## src/rtl/sound_wave_sequencer_if.sv

```systemverilog
// Audio sequencer bundle: Timer3/sound register fields in,
// square wave and PCM sample stream out.
interface sound_wave_sequencer_if;
  logic        timer_tick;
  logic        timer_run;
  logic [15:0] preset;
  logic [15:0] pivot;
  logic        preset_load;
  logic [2:0]  sound_control;
  logic [2:0]  sound_volume;
  logic        wave_out;
  logic        period_end;
  logic [7:0]  sample;
  logic        sample_valid;

  modport master (
    output timer_tick, timer_run, preset, pivot, preset_load,
    output sound_control, sound_volume,
    input  wave_out, period_end, sample, sample_valid
  );

  modport slave (
    input  timer_tick, timer_run, preset, pivot, preset_load,
    input  sound_control, sound_volume,
    output wave_out, period_end, sample, sample_valid
  );
endinterface

```

## src/rtl/sound_wave_sequencer.sv

```systemverilog
// Timer3 preset/pivot square-wave generator with volume gating
// and box-filter decimation into 8-bit PCM samples.
module sound_wave_sequencer #(
  parameter int unsigned SAMPLE_DIV = 64,
  parameter logic [7:0]  AMP_FULL   = 8'd255,
  parameter logic [7:0]  AMP_HALF   = 8'd128
) (
  input logic              clk,
  input logic              reset,
  sound_wave_sequencer_if.slave snd
);
  localparam int unsigned LW = $clog2(SAMPLE_DIV);
  localparam int unsigned HW = LW + 1;
  localparam int unsigned PW = 8 + LW + 1;
  localparam logic [LW-1:0] WIN_LAST = LW'(SAMPLE_DIV - 1);

  logic [15:0]   counter_q, counter_d;
  logic [15:0]   stage_preset_q, stage_preset_d;
  logic [15:0]   stage_pivot_q, stage_pivot_d;
  logic [15:0]   act_preset_q, act_preset_d;
  logic [15:0]   act_pivot_q, act_pivot_d;
  logic          pending_q, pending_d;
  logic          wave_q, wave_d;
  logic          pend_q, pend_d;
  logic [7:0]    sample_q, sample_d;
  logic          valid_q, valid_d;
  logic [LW-1:0] win_q, win_d;
  logic [HW-1:0] hits_q, hits_d;

  logic [7:0]    amp;
  logic [HW-1:0] hits_inc;
  logic [PW-1:0] prod;
  logic          win_end;

  always_comb begin
    counter_d      = counter_q;
    stage_preset_d = stage_preset_q;
    stage_pivot_d  = stage_pivot_q;
    act_preset_d   = act_preset_q;
    act_pivot_d    = act_pivot_q;
    pending_d      = pending_q;
    pend_d         = 1'b0;

    if (snd.preset_load) begin
      stage_preset_d = snd.preset;
      stage_pivot_d  = snd.pivot;
      pending_d      = 1'b1;
    end

    // A load in the same cycle as a reload bypasses the stage regs.
    if (!snd.timer_run) begin
      counter_d    = snd.preset_load ? snd.preset : stage_preset_q;
      act_preset_d = snd.preset_load ? snd.preset : stage_preset_q;
      act_pivot_d  = snd.preset_load ? snd.pivot  : stage_pivot_q;
      pending_d    = 1'b0;
    end else if (snd.timer_tick) begin
      if (counter_q != 16'd0) begin
        counter_d = counter_q - 16'd1;
      end else begin
        pend_d    = 1'b1;
        pending_d = 1'b0;
        unique case (1'b1)
          snd.preset_load: begin
            act_preset_d = snd.preset;
            act_pivot_d  = snd.pivot;
          end
          pending_q: begin
            act_preset_d = stage_preset_q;
            act_pivot_d  = stage_pivot_q;
          end
          default: begin
            act_preset_d = act_preset_q;
            act_pivot_d  = act_pivot_q;
          end
        endcase
        counter_d = act_preset_d;
      end
    end

    wave_d = snd.timer_run && (counter_q < act_pivot_q);
  end

  always_comb begin
    amp = 8'd0;
    if (snd.sound_control[1:0] == 2'd0) begin
      unique case (snd.sound_volume[1:0])
        2'd1, 2'd2: amp = AMP_HALF;
        2'd3:       amp = AMP_FULL;
        default:    amp = 8'd0;
      endcase
    end
  end

  assign win_end  = (win_q == WIN_LAST);
  assign hits_inc = hits_q + HW'(wave_q);
  assign prod     = PW'(hits_inc) * PW'(amp);

  always_comb begin
    win_d    = win_q + LW'(1);
    hits_d   = hits_inc;
    sample_d = sample_q;
    valid_d  = 1'b0;
    if (win_end) begin
      hits_d   = '0;
      sample_d = 8'(prod >> LW);
      valid_d  = 1'b1;
    end
  end

  always_ff @(posedge clk or posedge reset) begin
    if (reset) begin
      counter_q      <= '0;
      stage_preset_q <= '0;
      stage_pivot_q  <= '0;
      act_preset_q   <= '0;
      act_pivot_q    <= '0;
      pending_q      <= 1'b0;
      wave_q         <= 1'b0;
      pend_q         <= 1'b0;
      sample_q       <= '0;
      valid_q        <= 1'b0;
      win_q          <= '0;
      hits_q         <= '0;
    end else begin
      counter_q      <= counter_d;
      stage_preset_q <= stage_preset_d;
      stage_pivot_q  <= stage_pivot_d;
      act_preset_q   <= act_preset_d;
      act_pivot_q    <= act_pivot_d;
      pending_q      <= pending_d;
      wave_q         <= wave_d;
      pend_q         <= pend_d;
      sample_q       <= sample_d;
      valid_q        <= valid_d;
      win_q          <= win_d;
      hits_q         <= hits_d;
    end
  end

  assign snd.wave_out     = wave_q;
  assign snd.period_end   = pend_q;
  assign snd.sample       = sample_q;
  assign snd.sample_valid = valid_q;
endmodule

```

## src/flat_wrapper.sv

```systemverilog
// flat-port wrapper written by rule: the top's interface ports become plain ports
module sound_wave_sequencer_flat 
#(
  parameter int unsigned SAMPLE_DIV = 64,
  parameter logic [7:0]  AMP_FULL   = 8'd255,
  parameter logic [7:0]  AMP_HALF   = 8'd128
)
  (clk, reset, snd_timer_tick, snd_timer_run, snd_preset, snd_pivot, snd_preset_load, snd_sound_control, snd_sound_volume, snd_wave_out, snd_period_end, snd_sample, snd_sample_valid);
  sound_wave_sequencer_if snd_i ();
  input logic clk;
  input logic reset;
  input wire logic [$bits(snd_i.timer_tick)-1:0] snd_timer_tick;
  input wire logic [$bits(snd_i.timer_run)-1:0] snd_timer_run;
  input wire logic [$bits(snd_i.preset)-1:0] snd_preset;
  input wire logic [$bits(snd_i.pivot)-1:0] snd_pivot;
  input wire logic [$bits(snd_i.preset_load)-1:0] snd_preset_load;
  input wire logic [$bits(snd_i.sound_control)-1:0] snd_sound_control;
  input wire logic [$bits(snd_i.sound_volume)-1:0] snd_sound_volume;
  output wire logic [$bits(snd_i.wave_out)-1:0] snd_wave_out;
  output wire logic [$bits(snd_i.period_end)-1:0] snd_period_end;
  output wire logic [$bits(snd_i.sample)-1:0] snd_sample;
  output wire logic [$bits(snd_i.sample_valid)-1:0] snd_sample_valid;
  assign snd_i.timer_tick = snd_timer_tick;
  assign snd_i.timer_run = snd_timer_run;
  assign snd_i.preset = snd_preset;
  assign snd_i.pivot = snd_pivot;
  assign snd_i.preset_load = snd_preset_load;
  assign snd_i.sound_control = snd_sound_control;
  assign snd_i.sound_volume = snd_sound_volume;
  assign snd_wave_out = snd_i.wave_out;
  assign snd_period_end = snd_i.period_end;
  assign snd_sample = snd_i.sample;
  assign snd_sample_valid = snd_i.sample_valid;
  sound_wave_sequencer #(.SAMPLE_DIV(SAMPLE_DIV), .AMP_FULL(AMP_FULL), .AMP_HALF(AMP_HALF)) u_core (.clk(clk), .reset(reset), .snd(snd_i));
endmodule
```

## config.mk

```make
export PLATFORM = sky130hd
export DESIGN_NAME = sound_wave_sequencer_flat
export DESIGN_NICKNAME = d
export VERILOG_FILES = /design/src/rtl/sound_wave_sequencer_if.sv /design/src/rtl/sound_wave_sequencer.sv /design/src/flat_wrapper.sv
export SDC_FILE = /design/constraint.sdc
export NUM_CORES = 1
export LEC_CHECK = 0
export BUFFER_PORTS_ARGS = -buffer_cell sky130_fd_sc_hd__buf_4
export CORE_MARGIN = 8
export CORE_UTILIZATION = 42
export CTS_CLUSTER_SIZE = 25
export DETAILED_ROUTE_END_ITERATION = 16
export PLACE_DENSITY_LB_ADDON = 0.12
export SETUP_SLACK_MARGIN = 0.02
export SLEW_MARGIN = 5
export SYNTH_ARGS = -nofsm -noshare
export SYNTH_HDL_FRONTEND = slang
export SYNTH_SLANG_ARGS = --single-unit
```

## constraint.sdc

```tcl
create_clock -name clk -period 6.25 [get_ports clk]
set_input_delay 1.25 -clock clk [delete_from_list [all_inputs] [get_ports clk]]
set_output_delay 1.25 -clock clk [all_outputs]
set_load 0.1 [all_outputs]
```

**Word level (Yosys, flattened, before mapping)**

Cells that the tools add are included.

- Output and inout bits: 11
- Bits in registers: 105
- Word-level logic and storage cells: 54
- Bits of input ports: 43

- Eq/ne operators: 7
- Reductions and logical operators: 6
- Order comparisons: 1
- Multiplexer cells: 24
- $add $sub $neg: 3
- $mul: 1

Operators with widths:

| kind | count |
|---|---|
| 16-bit 2-to-1 mux | 11 |
| 16-bit case mux with 2 select lines | 2 |
| 16-bit < comparator | 1 |
| 8-bit case mux with 2 select lines | 1 |
| 16-bit nonzero test | 1 |
| 16-bit by 1-bit subtractor with 16-bit output (second input constant) | 1 |
| 7-bit by 8-bit multiplier with 14-bit output | 1 |
| 1-bit 2-to-1 mux | 8 |
| 8-bit 2-to-1 mux | 1 |
| 7-bit by 1-bit adder with 7-bit output | 1 |
| 7-bit 2-to-1 mux | 1 |
| 6-bit by 1-bit adder with 6-bit output (second input constant) | 1 |
| 6-bit == test (second input constant) | 1 |
| 2-bit == test (second input constant) | 2 |
| 2-bit != test (second input constant) | 2 |
| 3-bit by 1-bit != test with 1-bit output (second input constant) | 1 |
| 3-bit AND reduction | 1 |
| 2-bit by 1-bit == test with 1-bit output (second input constant) | 1 |
| 2-bit logical NOT | 1 |
| 2-bit AND reduction | 1 |
| 2-bit OR reduction | 1 |
| 1-bit logical AND | 1 |

**Depth between registers and ports, before layout**

Gate-level depths: netlist of run 1.

- Depth after elaboration: 5
- Depth in mapped cells: 21
- Mapped depth without buffers: 21

**Least setup slack after synthesis of run 1**

OpenSTA, ideal clock, no wires.

- Path kind: register -> register
- Start point: register u_core.wave_q (netlist: u_core.snd.wave_out)
- End point: register u_core.sample_q[5] (netlist: u_core.snd.sample[5])
- Library setup time: 0.120 ns
- Stages on the path, launching flop included: 22
- Period minus slack after synthesis: 5.606 ns
- Arrival: 5.486 ns
- Required time: 6.130 ns
- Path slack: 0.644 ns
- Buffers on the path: 0
- Cells stage by stage: dfrtp_1 -> ha_1 -> ha_1 -> nand3_1 -> o21a_1 -> nor2_1 -> xnor2_1 -> nor2_1 -> ha_1 -> or2_2 -> fa_1 -> inv_1 -> fa_1 -> fa_1 -> inv_1 -> ha_1 -> nand3_1 -> nand2_1 -> a21oi_1 -> a21boi_1 -> or3_1 -> a31o_1

- Cells in the longest elaborated chain, start to end: 2

RTL lines:

| element | line | text |
|---|---|---|
| start: declaration | sound_wave_sequencer.sv:23 | `logic wave_q, wave_d;` |
| start signal: assignment | sound_wave_sequencer.sv:131 | `wave_q <= wave_d;` |
| 7-bit by 1-bit adder with 7-bit output | sound_wave_sequencer.sv:95 | `assign hits_inc = hits_q + HW'(wave_q);` |
| 7-bit by 8-bit multiplier with 14-bit output | sound_wave_sequencer.sv:96 | `assign prod = PW'(hits_inc) * PW'(amp);` |
| end signal: assignment | sound_wave_sequencer.sv:133 | `sample_q <= sample_d;` |
| end: declaration | sound_wave_sequencer.sv:25 | `logic [7:0] sample_q, sample_d;` |

Every way passes these cells.
A chain may end at the register's enable or synchronous reset.

**Worst setup path after layout of run 1**

- Start point: register u_core.wave_q (netlist: u_core.snd.wave_out)
- End point: register u_core.sample_q[6] (netlist: u_core.snd.sample[6])

The elaborated chain is that of the path after synthesis.

==> results of run 1 <==
[critical path, cell delays in order, from the launching register on]
cell	delay, ps
dfrtp_1	380
ha_1	240
ha_1	230
nand3_1	100
o21a_1	190
nor2_1	270
xnor2_1	160
nor2_1	80
ha_1	190
or2_2	360
fa_1	520
inv_1	50
fa_1	480
fa_1	540
inv_1	40
ha_1	350
nand4_1	100
or3_1	380
a21boi_1	260
o21ai_0	150
a211oi_1	240
[where the power goes]
| group | switching (mW) | internal, mW | leakage, nW |
|---|---|---|---|
| clock | 0.262 | 0.294 | 0.142 |
| sequential | 0.0666 | 0.759 | 1.22 |
| combinational | 0.250 | 0.188 | 2.23 |
[stage by stage]
| step | total power [mW] | worst slack, ps | cells | hold slack (ps) | instance area, um2 |
|---|---|---|---|---|---|
| final | 1.82 | 823 | 953 | 472 | 7550 |
| after global routing | 1.94 | 491 | 953 | 485 | 7550 |
| after CTS | 1.85 | 809 | 953 | 471 | 7550 |
| after detailed placement | 1.28 | 549 | 937 | 461 | 7270 |
| after global placement | 1.26 | 595 | 937 | 456 | 7270 |
| after floorplan | 1.15 | 644 | 698 | 438 | 6750 |
[area by class of cell]
type / instances / area, um2 / area share [%]
inverter: 60 / 228 / 3.01
clock buffer: 11 / 253 / 3.35
timing repair buffer: 55 / 413 / 5.47
sequential: 105 / 2630 / 34.8
clock inverter: 5 / 35.0 / 0.464
multi-input combinational: 501 / 3730 / 49.4
tap: 216 / 270 / 3.58
[synthesized netlist by cell type, types with 8 or more instances]
| cell type | count | share of area, % |
|---|---|---|
| clkbuf_1 | 18 | 1.0 |
| ha_1 | 51 | 9.5 |
| buf_2 | 8 | 0.59 |
| a22oi_1 | 9 | 1.0 |
| a22o_1 | 12 | 1.6 |
| nand2_1 | 43 | 2.4 |
| o211ai_1 | 8 | 0.89 |
| dfrtp_1 | 105 | 39 |
| a21o_1 | 8 | 0.89 |
| nand3_1 | 16 | 1.2 |
| mux2_2 | 25 | 4.2 |
| o21ai_0 | 32 | 2.4 |
| inv_1 | 59 | 3.3 |
| fa_1 | 17 | 5.0 |
| mux2i_1 | 29 | 4.3 |
| xnor2_1 | 15 | 1.9 |
| a31oi_1 | 9 | 0.83 |
| nor2_1 | 71 | 4.0 |
| a21oi_1 | 72 | 5.3 |
[state kept, by name (all words and copies together), names as in the netlist]
| name | flops |
|---|---|
| u_core.stage_preset_q | 16 |
| u_core.snd.sample_valid | 1 |
| u_core.counter_q | 16 |
| u_core.hits_q | 7 |
| u_core.snd.sample | 8 |
| u_core.act_preset_q | 16 |
| u_core.snd.wave_out | 1 |
| u_core.win_q | 6 |
| u_core.act_pivot_q | 16 |
| u_core.pending_q | 1 |
| u_core.stage_pivot_q | 16 |
| u_core.snd.period_end | 1 |
[worst paths after layout]
| check | end | slack (ps) | cells past startpoint |
|---|---|---|---|
| hold reg to reg | u_core.win_q[4] | 470 | 1 |
| setup / recovery | u_core.snd.sample[6] | 820 | 20 |
| max in group asynchronous | u_core.act_pivot_q[4] | 4080 | 3 |
| setup reg to reg | u_core.snd.sample[6] | 820 | 20 |
| hold / removal | u_core.win_q[4] | 470 | 1 |
| min in group asynchronous | u_core.win_q[3] | 980 | 2 |
[kinds of logic (layout without fill, tap and decap cells)]
| group | after synthesis | in the layout | share of synthesized area [%] |
|---|---|---|---|
| AOI/OAI and AO/OA | 180 | 180 | 16.7 |
| xor gates and xnor gates | 20 | 20 | 2.60 |
| adders and majority gates | 68 | 68 | 14.5 |
| buffers and inverters | 92 | 131 | 5.77 |
| DFF | 105 | 105 | 39.0 |
| muxes | 54 | 54 | 8.48 |
| and+or+nand+nor | 179 | 179 | 13.0 |
[layout by cell type (no fill, tap or decap), drive strengths merged, types with 2 or more instances in the layout]
cell type / count
nor3b: 2
nor2: 72
and3: 5
o211ai: 8
o41ai: 2
nand3: 16
or3: 5
nor2b: 2
mux2i: 29
nand4: 7
a31oi: 9
nor3: 7
xnor2: 15
a22oi: 9
nand2: 44
mux2: 25
o31ai: 5
o22ai: 4
inv: 61
or2: 2
and2: 5
ha: 51
a21oi: 72
a22o: 12
o21ai: 33
nor4: 2
clkinv: 3
a21o: 8
and4: 2
fa: 17
clkbuf: 11
nand2b: 5
o21a: 6
dfrtp: 105
xor2: 5
buf: 55
o221ai: 3
[routing by layer]
metal  vias to the layer above  part of all wire [%]  track usage, %
met2                        74                    46            25.4
li1                       2518                     -               -
met1                      2515                    50            20.9
met3                         8                   3.4            2.94
met5                         -                     0               0
met4                         0                  0.80            3.75
==> out/results.ini, run 1 <==
[global_route]
track_usage_pct = 15.6
grt_overflow = 0
antenna_found_initial = 0
grt_first_pass_wirelength_mm = 25.5
grt_start_max_net_pins = 88
grt_pass1_vias = 5096

[timing]
slew-limit-headroom_pct = 40.0
setup_viol = 0
min_period_ps = 5430
finalCritPeriodShare_pct = 86.8
rsz0062_at_grt = no
slew_viol_final = 0
setup_tns_ps = 0
hold_viol = 0
skew_ps = 12.9
worst_pin_slew_ps = 894
clock.fmax_mhz = 184

[worst_setup_path]
cp.arrival_ps = 5670
end_kind = register
start_kind = register
cp_max_fo = 5
cp.required_ps = 6490
crit_path_start = u_core.snd.wave_out
r2r_start = u_core.snd.wave_out
worst-setup-path-type = reg2reg

[placement]
portBuffers = 51
routabilityCongestion = 0.814
dp_hpwl_mm = 10.8

[clock_network]
cts_sinks = 105
cts_setup_buffers = 0
clock_latency_ps = 350
ctsResizeCount = 0
cts_inserted_buffers = 9
cts_htree_levels = 3
cts-root-buf = clkbuf_16
clkTransAtPathRegs_ps = 70
clockBufferDepth = 2
cts_tree = done
hold_buffers = 0

[synth]
synth-edff-count = 0
ys_seq_area_share_pct = 39.0
ys_seq_elements = 105
synth_area_um2 = 6750
synth_fp_nets = 809
synth-main-ff-cell = dfrtp_1
yosysWarnings = 0
synthArstFlopShare_pct = 100
postSynthAreaPerCell_um2 = 9.66
ys_types = 60
synthCells = 698

[route]
viasPerCell = 5.37
drt_iter0_markers = 274
first_pass_iters = 4
routedWlPerCell_um = 15.9
ant_nets = 0
drc = 0
vias = 5115
wl_mm = 15.2

[die]
rows = 46
core_um2 = 15800
start_util_pct = 42.8
die_h_um = 143
pin_count = 54
die_area_um2 = 20400
fp.dieW_um = 143

[layout]
diodes = 0
drive_above_1_share_pct = 14.9
synthToLayoutAreaGrowth_pct = 12.0
fill_cells = 1546
final_nets = 843
final_util_pct = 47.9

[job]
max_cap_violations = 0

[power_and_ir_drop]
leakage_nw = 3.59
ir_worst_vdd_mv = 0.147
power_density_nw_per_um2 = 241

[hold_path]
min_from = u_core.win_q[4]
hp-class = reg2reg

[run_status]
status = finished, final reports clean

No activity file was read; power rests on OpenSTA's default activity.
==> inputs of run 2 (changes only) <==
--- a/config.mk
+++ b/config.mk
@@ -6,5 +6,5 @@
 export NUM_CORES = 1
 export LEC_CHECK = 0
-export BUFFER_PORTS_ARGS = -buffer_cell sky130_fd_sc_hd__buf_4
+export BUFFER_PORTS_ARGS = -buffer_cell sky130_fd_sc_hd__buf_2
 export CORE_MARGIN = 8
 export CORE_UTILIZATION = 42
==> constraint.sdc (replaced) <==
create_clock -name clk -period 6.25 [get_ports clk]
set_input_delay 0.625 -clock clk [delete_from_list [all_inputs] [get_ports clk]]
set_output_delay 0.625 -clock clk [all_outputs]
set_load 0.1 [all_outputs]
==> out/results.ini, run 2 (synthesis gave the netlist of run 1 again) <==
[run_status]
status = finished, final reports clean

[job]
max_cap_violations = 0  ; unchanged

[placement]
dp_cells = 939  ; +0.21%
portBuffers = 51  ; unchanged
routabilityCongestion = 0.831  ; +2.1%
dp_hpwl_mm = 10.8  ; about the same

[worst_setup_path]
cp.arrival_ps = 5560  ; -110 ps
cp_max_fo = 5  ; unchanged
end_kind = register
slowest_delay_ps = 540  ; about the same
path_delay_family = adder cells
slowest_stage = fa_1
rrSetupSlack_ps = 930  ; +110 ps
start_kind = register
cp_num_buf_inv = 2  ; unchanged
cp.required_ps = 6490  ; about the same
worst-setup-path-type = reg2reg
critical_path.most_common_cell = ha_1
crit_chain = ha_1, ha_1, nand3_1, o21a_1, nor2_1, xnor2_1, nor2_1, ha_1, or2_2, fa_1, inv_1, fa_1, fa_1, inv_1, ha_1, nand4_1, or3_1, a21boi_1, o21ai_0, a211oi_1

[timing]
finalCritPeriodShare_pct = 85.1  ; -1.7 points
min_period_ps = 5320  ; -107 ps
rsz0062_at_grt = no
slew_viol_final = 0  ; unchanged
setup_tns_ps = 0  ; unchanged
setup_viol = 0  ; unchanged
clock.fmax_mhz = 188  ; +2.0%
slew-limit-headroom_pct = 37.5  ; -2.5 points
skew_ps = 4.88  ; -8.06 ps
hold_viol = 0  ; unchanged
worst_pin_slew_ps = 937  ; +43.0 ps

[power_and_ir_drop]
ir_worst_vdd_mv = 0.129  ; -12%
power_density_nw_per_um2 = 242  ; +0.36%
leakage_nw = 3.55  ; -1.2%

[global_route]
grt_pass1_vias = 5278  ; +3.6%
grt_overflow = 0  ; unchanged
grt_start_max_net_pins = 88  ; unchanged
track_usage_pct = 16.0  ; +0.45 points
grt_first_pass_wirelength_mm = 26.1  ; +2.6%
antenna_found_initial = 0  ; unchanged

[clock_network]
cts_sinks = 105  ; unchanged
ctsResizeCount = 0  ; unchanged
cts-root-buf = clkbuf_16
cts_inserted_buffers = 9  ; unchanged
clock_latency_ps = 350  ; about the same
clockBufferDepth = 2  ; unchanged
cts_setup_buffers = 0  ; unchanged
cts_tree = done
hold_buffers = 0  ; unchanged
clkTransAtPathRegs_ps = 70  ; about the same
cts_htree_levels = 3  ; unchanged

[layout]
diodes = 0  ; unchanged
synthToLayoutAreaGrowth_pct = 10.1
final_nets = 845  ; +0.24%
layout_common_cells = dfrtp_1, a21oi_1, nor2_1, inv_1
layout_commonest_cell = dfrtp_1
drive_above_1_share_pct = 14.9  ; -0.040 points
final_util_pct = 47.1  ; -0.80 points
fill_cells = 1524  ; -1.4%
final_cell_count_no_fill = 955  ; +0.21%

[route]
drc = 0  ; unchanged
first_pass_iters = 5  ; +1
wl_mm = 15.3  ; +1.1%
viasPerCell = 5.33  ; -0.66%
drt_iter0_markers = 302  ; +10%
ant_nets = 0  ; unchanged
vias = 5092  ; -0.45%
routedWlPerCell_um = 16.1  ; +0.93%

[die]
die_area_um2 = 20400  ; unchanged
core_um2 = 15800  ; unchanged
die_h_um = 143  ; unchanged
pin_count = 54  ; unchanged
start_util_pct = 42.8  ; unchanged
fp.dieW_um = 143  ; unchanged
rows = 46  ; unchanged

[hold_path]
hp-class = in2async

run 2: metrics by stage:
stage                     setup slack, ps  cell area [um2]  total power [mW]  hold WS, ps
after global placement               1010             7150              1.26          456
after CTS                             899             7430              1.82          471
after floorplan                       644             6750              1.15          438
after global routing                  449             7430              1.91          483
final                                 930             7430              1.79          468
after detailed placement              920             7150              1.27          458
run 2: power by group:
part / internal (mW) / switching (mW)
combinational: 0.180 / 0.251
sequential: 0.759 / 0.0671
clock: 0.283 / 0.255
run 2: path summary, 6_finish.rpt:
kind                                     startpoint  cells after the start              endpoint
worst max-delay path            u_core.snd.wave_out                     20  u_core.snd.sample[6]
worst min-delay path                          reset                      2       u_core.win_q[3]
worst max register to register  u_core.snd.wave_out                     20  u_core.snd.sample[6]
worst min register to register      u_core.win_q[4]                      1       u_core.win_q[4]
max in group asynchronous                     reset                      3  u_core.snd.sample[6]
min in group clk                    u_core.win_q[4]                      1       u_core.win_q[4]
run 2: layer usage:
layer | routed length [um] | share of wire, % | GRT usage, % | vias to the layer above
met5 | 0 | 0 | 0 | -
met4 | 256 | 1.7 | 5.65 | 0
met3 | 492 | 3.2 | 2.84 | 18
met2 | 6980 | 45 | 25.4 | 72
met1 | 7620 | 50 | 21.6 | 2484
li1 | - | - | - | 2518
run 2: layout make-up:
cell class	count	area [um2]	area share (%)
multi-input cells	501	3730	50.2
flip-flops and latches	105	2630	35.4
repair buffers	57	300	4.04
well taps	216	270	3.64
clock buffers	12	246	3.32
inverters	60	228	3.07
clock inverters	4	27.5	0.371
==> inputs of run 3 (changes only) <==
- GPL_ROUTABILITY_DRIVEN: unset -> 0
- PLACE_DENSITY_LB_ADDON: 0.12 -> unset
==> out/results.ini, run 3 (synthesis gave the netlist of run 1 again) <==
[layout]
layout_commonest_cell = dfrtp_1
diodes = 0  ; unchanged
layout_common_cells = dfrtp_1, a21oi_1, nor2_1, inv_1
final_cell_count_no_fill = 955  ; unchanged
drive_above_1_share_pct = 15.0  ; +0.14 points
synthToLayoutAreaGrowth_pct = 10.4
final_nets = 845  ; unchanged

[route]
first_pass_iters = 4  ; -1
wl_mm = 14.9  ; -2.9%
vias = 5080  ; -0.24%
drt_iter0_markers = 211  ; -30%
drc = 0  ; unchanged
ant_nets = 0  ; unchanged
viasPerCell = 5.32  ; -0.24%
routedWlPerCell_um = 15.6  ; -2.9%

[worst_setup_path]
start_kind = register
cp_max_fo = 5  ; unchanged
cp.arrival_ps = 5570  ; about the same
cp.required_ps = 6490  ; about the same
end_kind = register
worst-setup-path-type = reg2reg

[timing]
setup_viol = 0  ; unchanged
worst_pin_slew_ps = 867  ; -70.5 ps
setup_tns_ps = 0  ; unchanged
slew_viol_final = 0  ; unchanged
skew_ps = 16.6  ; +11.7 ps
slew-limit-headroom_pct = 42.2  ; +4.7 points
rsz0062_at_grt = no
fin_hold_ws_ps = 305  ; -163 ps
min_period_ps = 5330  ; +5.79 ps
clock.fmax_mhz = 188  ; -0.11%
finalCritPeriodShare_pct = 85.2  ; +0.093 points
hold_viol = 0  ; unchanged

[global_route]
track_usage_pct = 15.6  ; -0.46 points
grt_pass1_vias = 5159  ; -2.3%
grt_overflow = 0  ; unchanged
grt_start_max_net_pins = 88  ; unchanged
grt_first_pass_wirelength_mm = 25.5  ; -2.4%
antenna_found_initial = 0  ; unchanged

[clock_network]
clock_latency_ps = 370  ; +20 ps
ctsResizeCount = 0  ; unchanged
cts_htree_levels = 3  ; unchanged
hold_buffers = 0  ; unchanged
cts_tree = done
clockBufferDepth = 2  ; unchanged
cts_setup_buffers = 0  ; unchanged
clkTransAtPathRegs_ps = 70  ; about the same
cts_inserted_buffers = 9  ; unchanged
cts_sinks = 105  ; unchanged
cts-root-buf = clkbuf_16

[run_status]
status = finished, final reports clean

[power_and_ir_drop]
ir_worst_vdd_mv = 0.159  ; +23%
leakage_nw = 3.55  ; +0.17%
total_power_mw = 1.82  ; +1.4%
power_density_nw_per_um2 = 245  ; +1.2%

[placement]
dp_cells = 939  ; unchanged
dp_hpwl_mm = 10.7  ; -1.0%
portBuffers = 51  ; unchanged

[die]
fp.dieW_um = 143  ; unchanged
start_util_pct = 42.8  ; unchanged
core_um2 = 15800  ; unchanged
pin_count = 54  ; unchanged
die_h_um = 143  ; unchanged
die_area_um2 = 20400  ; unchanged
rows = 46  ; unchanged

[job]
max_cap_violations = 0  ; unchanged

[hold_path]
hp-class = in2async

==> run 3: changes by cell type in the layout (fill, tap and decap cells not counted) <==
cell / change
clkinv_2: -2
inv_8: +1
clkbuf_1: -1
inv_6: +2
==> run 3: per-layer routing <==
layer / GRT usage [%] / part of all wire (%) / routed length [um] / vias to the layer above
met3: 3.44 / 3.7 / 556 / 15
met2: 26.1 / 48 / 7090 / 80
met5: 0 / 0 / 0 / -
met4: 4.70 / 1.3 / 193 / 0
li1: - / - / - / 2524
met1: 19.7 / 47 / 7070 / 2461
==> run 3: layout make-up <==
type | count | area (um2)
Tap cell | 216 | 270
Sequential cell | 105 | 2630
Clock inverter | 5 | 46.3
Multi-Input combinational cell | 501 | 3730
Clock buffer | 11 | 243
Fill cell | 1536 | 8330
Inverter | 60 | 228
Timing Repair Buffer | 57 | 300
==> run 3: worst paths after layout <==
kind / from / end / slack, ps / cells past startpoint
setup / recovery: u_core.snd.wave_out / u_core.snd.sample[5] / 920 / 20
hold / removal: reset / u_core.win_q[4] / 300 / 2
setup reg to reg: u_core.snd.wave_out / u_core.snd.sample[5] / 920 / 20
hold reg to reg: u_core.win_q[4] / u_core.win_q[4] / 470 / 1
max in group asynchronous: reset / u_core.act_preset_q[2] / 4710 / 3
min in group clk: u_core.win_q[4] / u_core.win_q[4] / 470 / 1
==> run 3: worst max-delay path: stages, from the launching register on <==
cell      delay [ps]
dfrtp_1          360
ha_1             170
ha_1             210
nand3_1          110
o21a_1           190
nor2_1           260
xnor2_1          160
nor2_1            80
ha_1             190
or2_2            360
fa_1             520
inv_1             60
fa_1             480
fa_1             550
inv_1             40
ha_1             360
nand4_1          110
or3_1            360
a21boi_1         230
o21ai_0          150
a31o_1           240
==> run 3: report_power, final <==
part	internal [mW]	switching, mW
clock network	0.290	0.272
logic	0.181	0.253
registers	0.759	0.0660
total	1.23	0.591
==> run 3: through the flow <==
step	cell area, um2	worst slack (ps)	util (%)
floorplan	6750	644	-
global route	7440	600	47.2
CTS	7440	939	47.2
detailed placement	7150	962	45.4
finish	7440	924	47.2
global placement	7150	1060	45.4
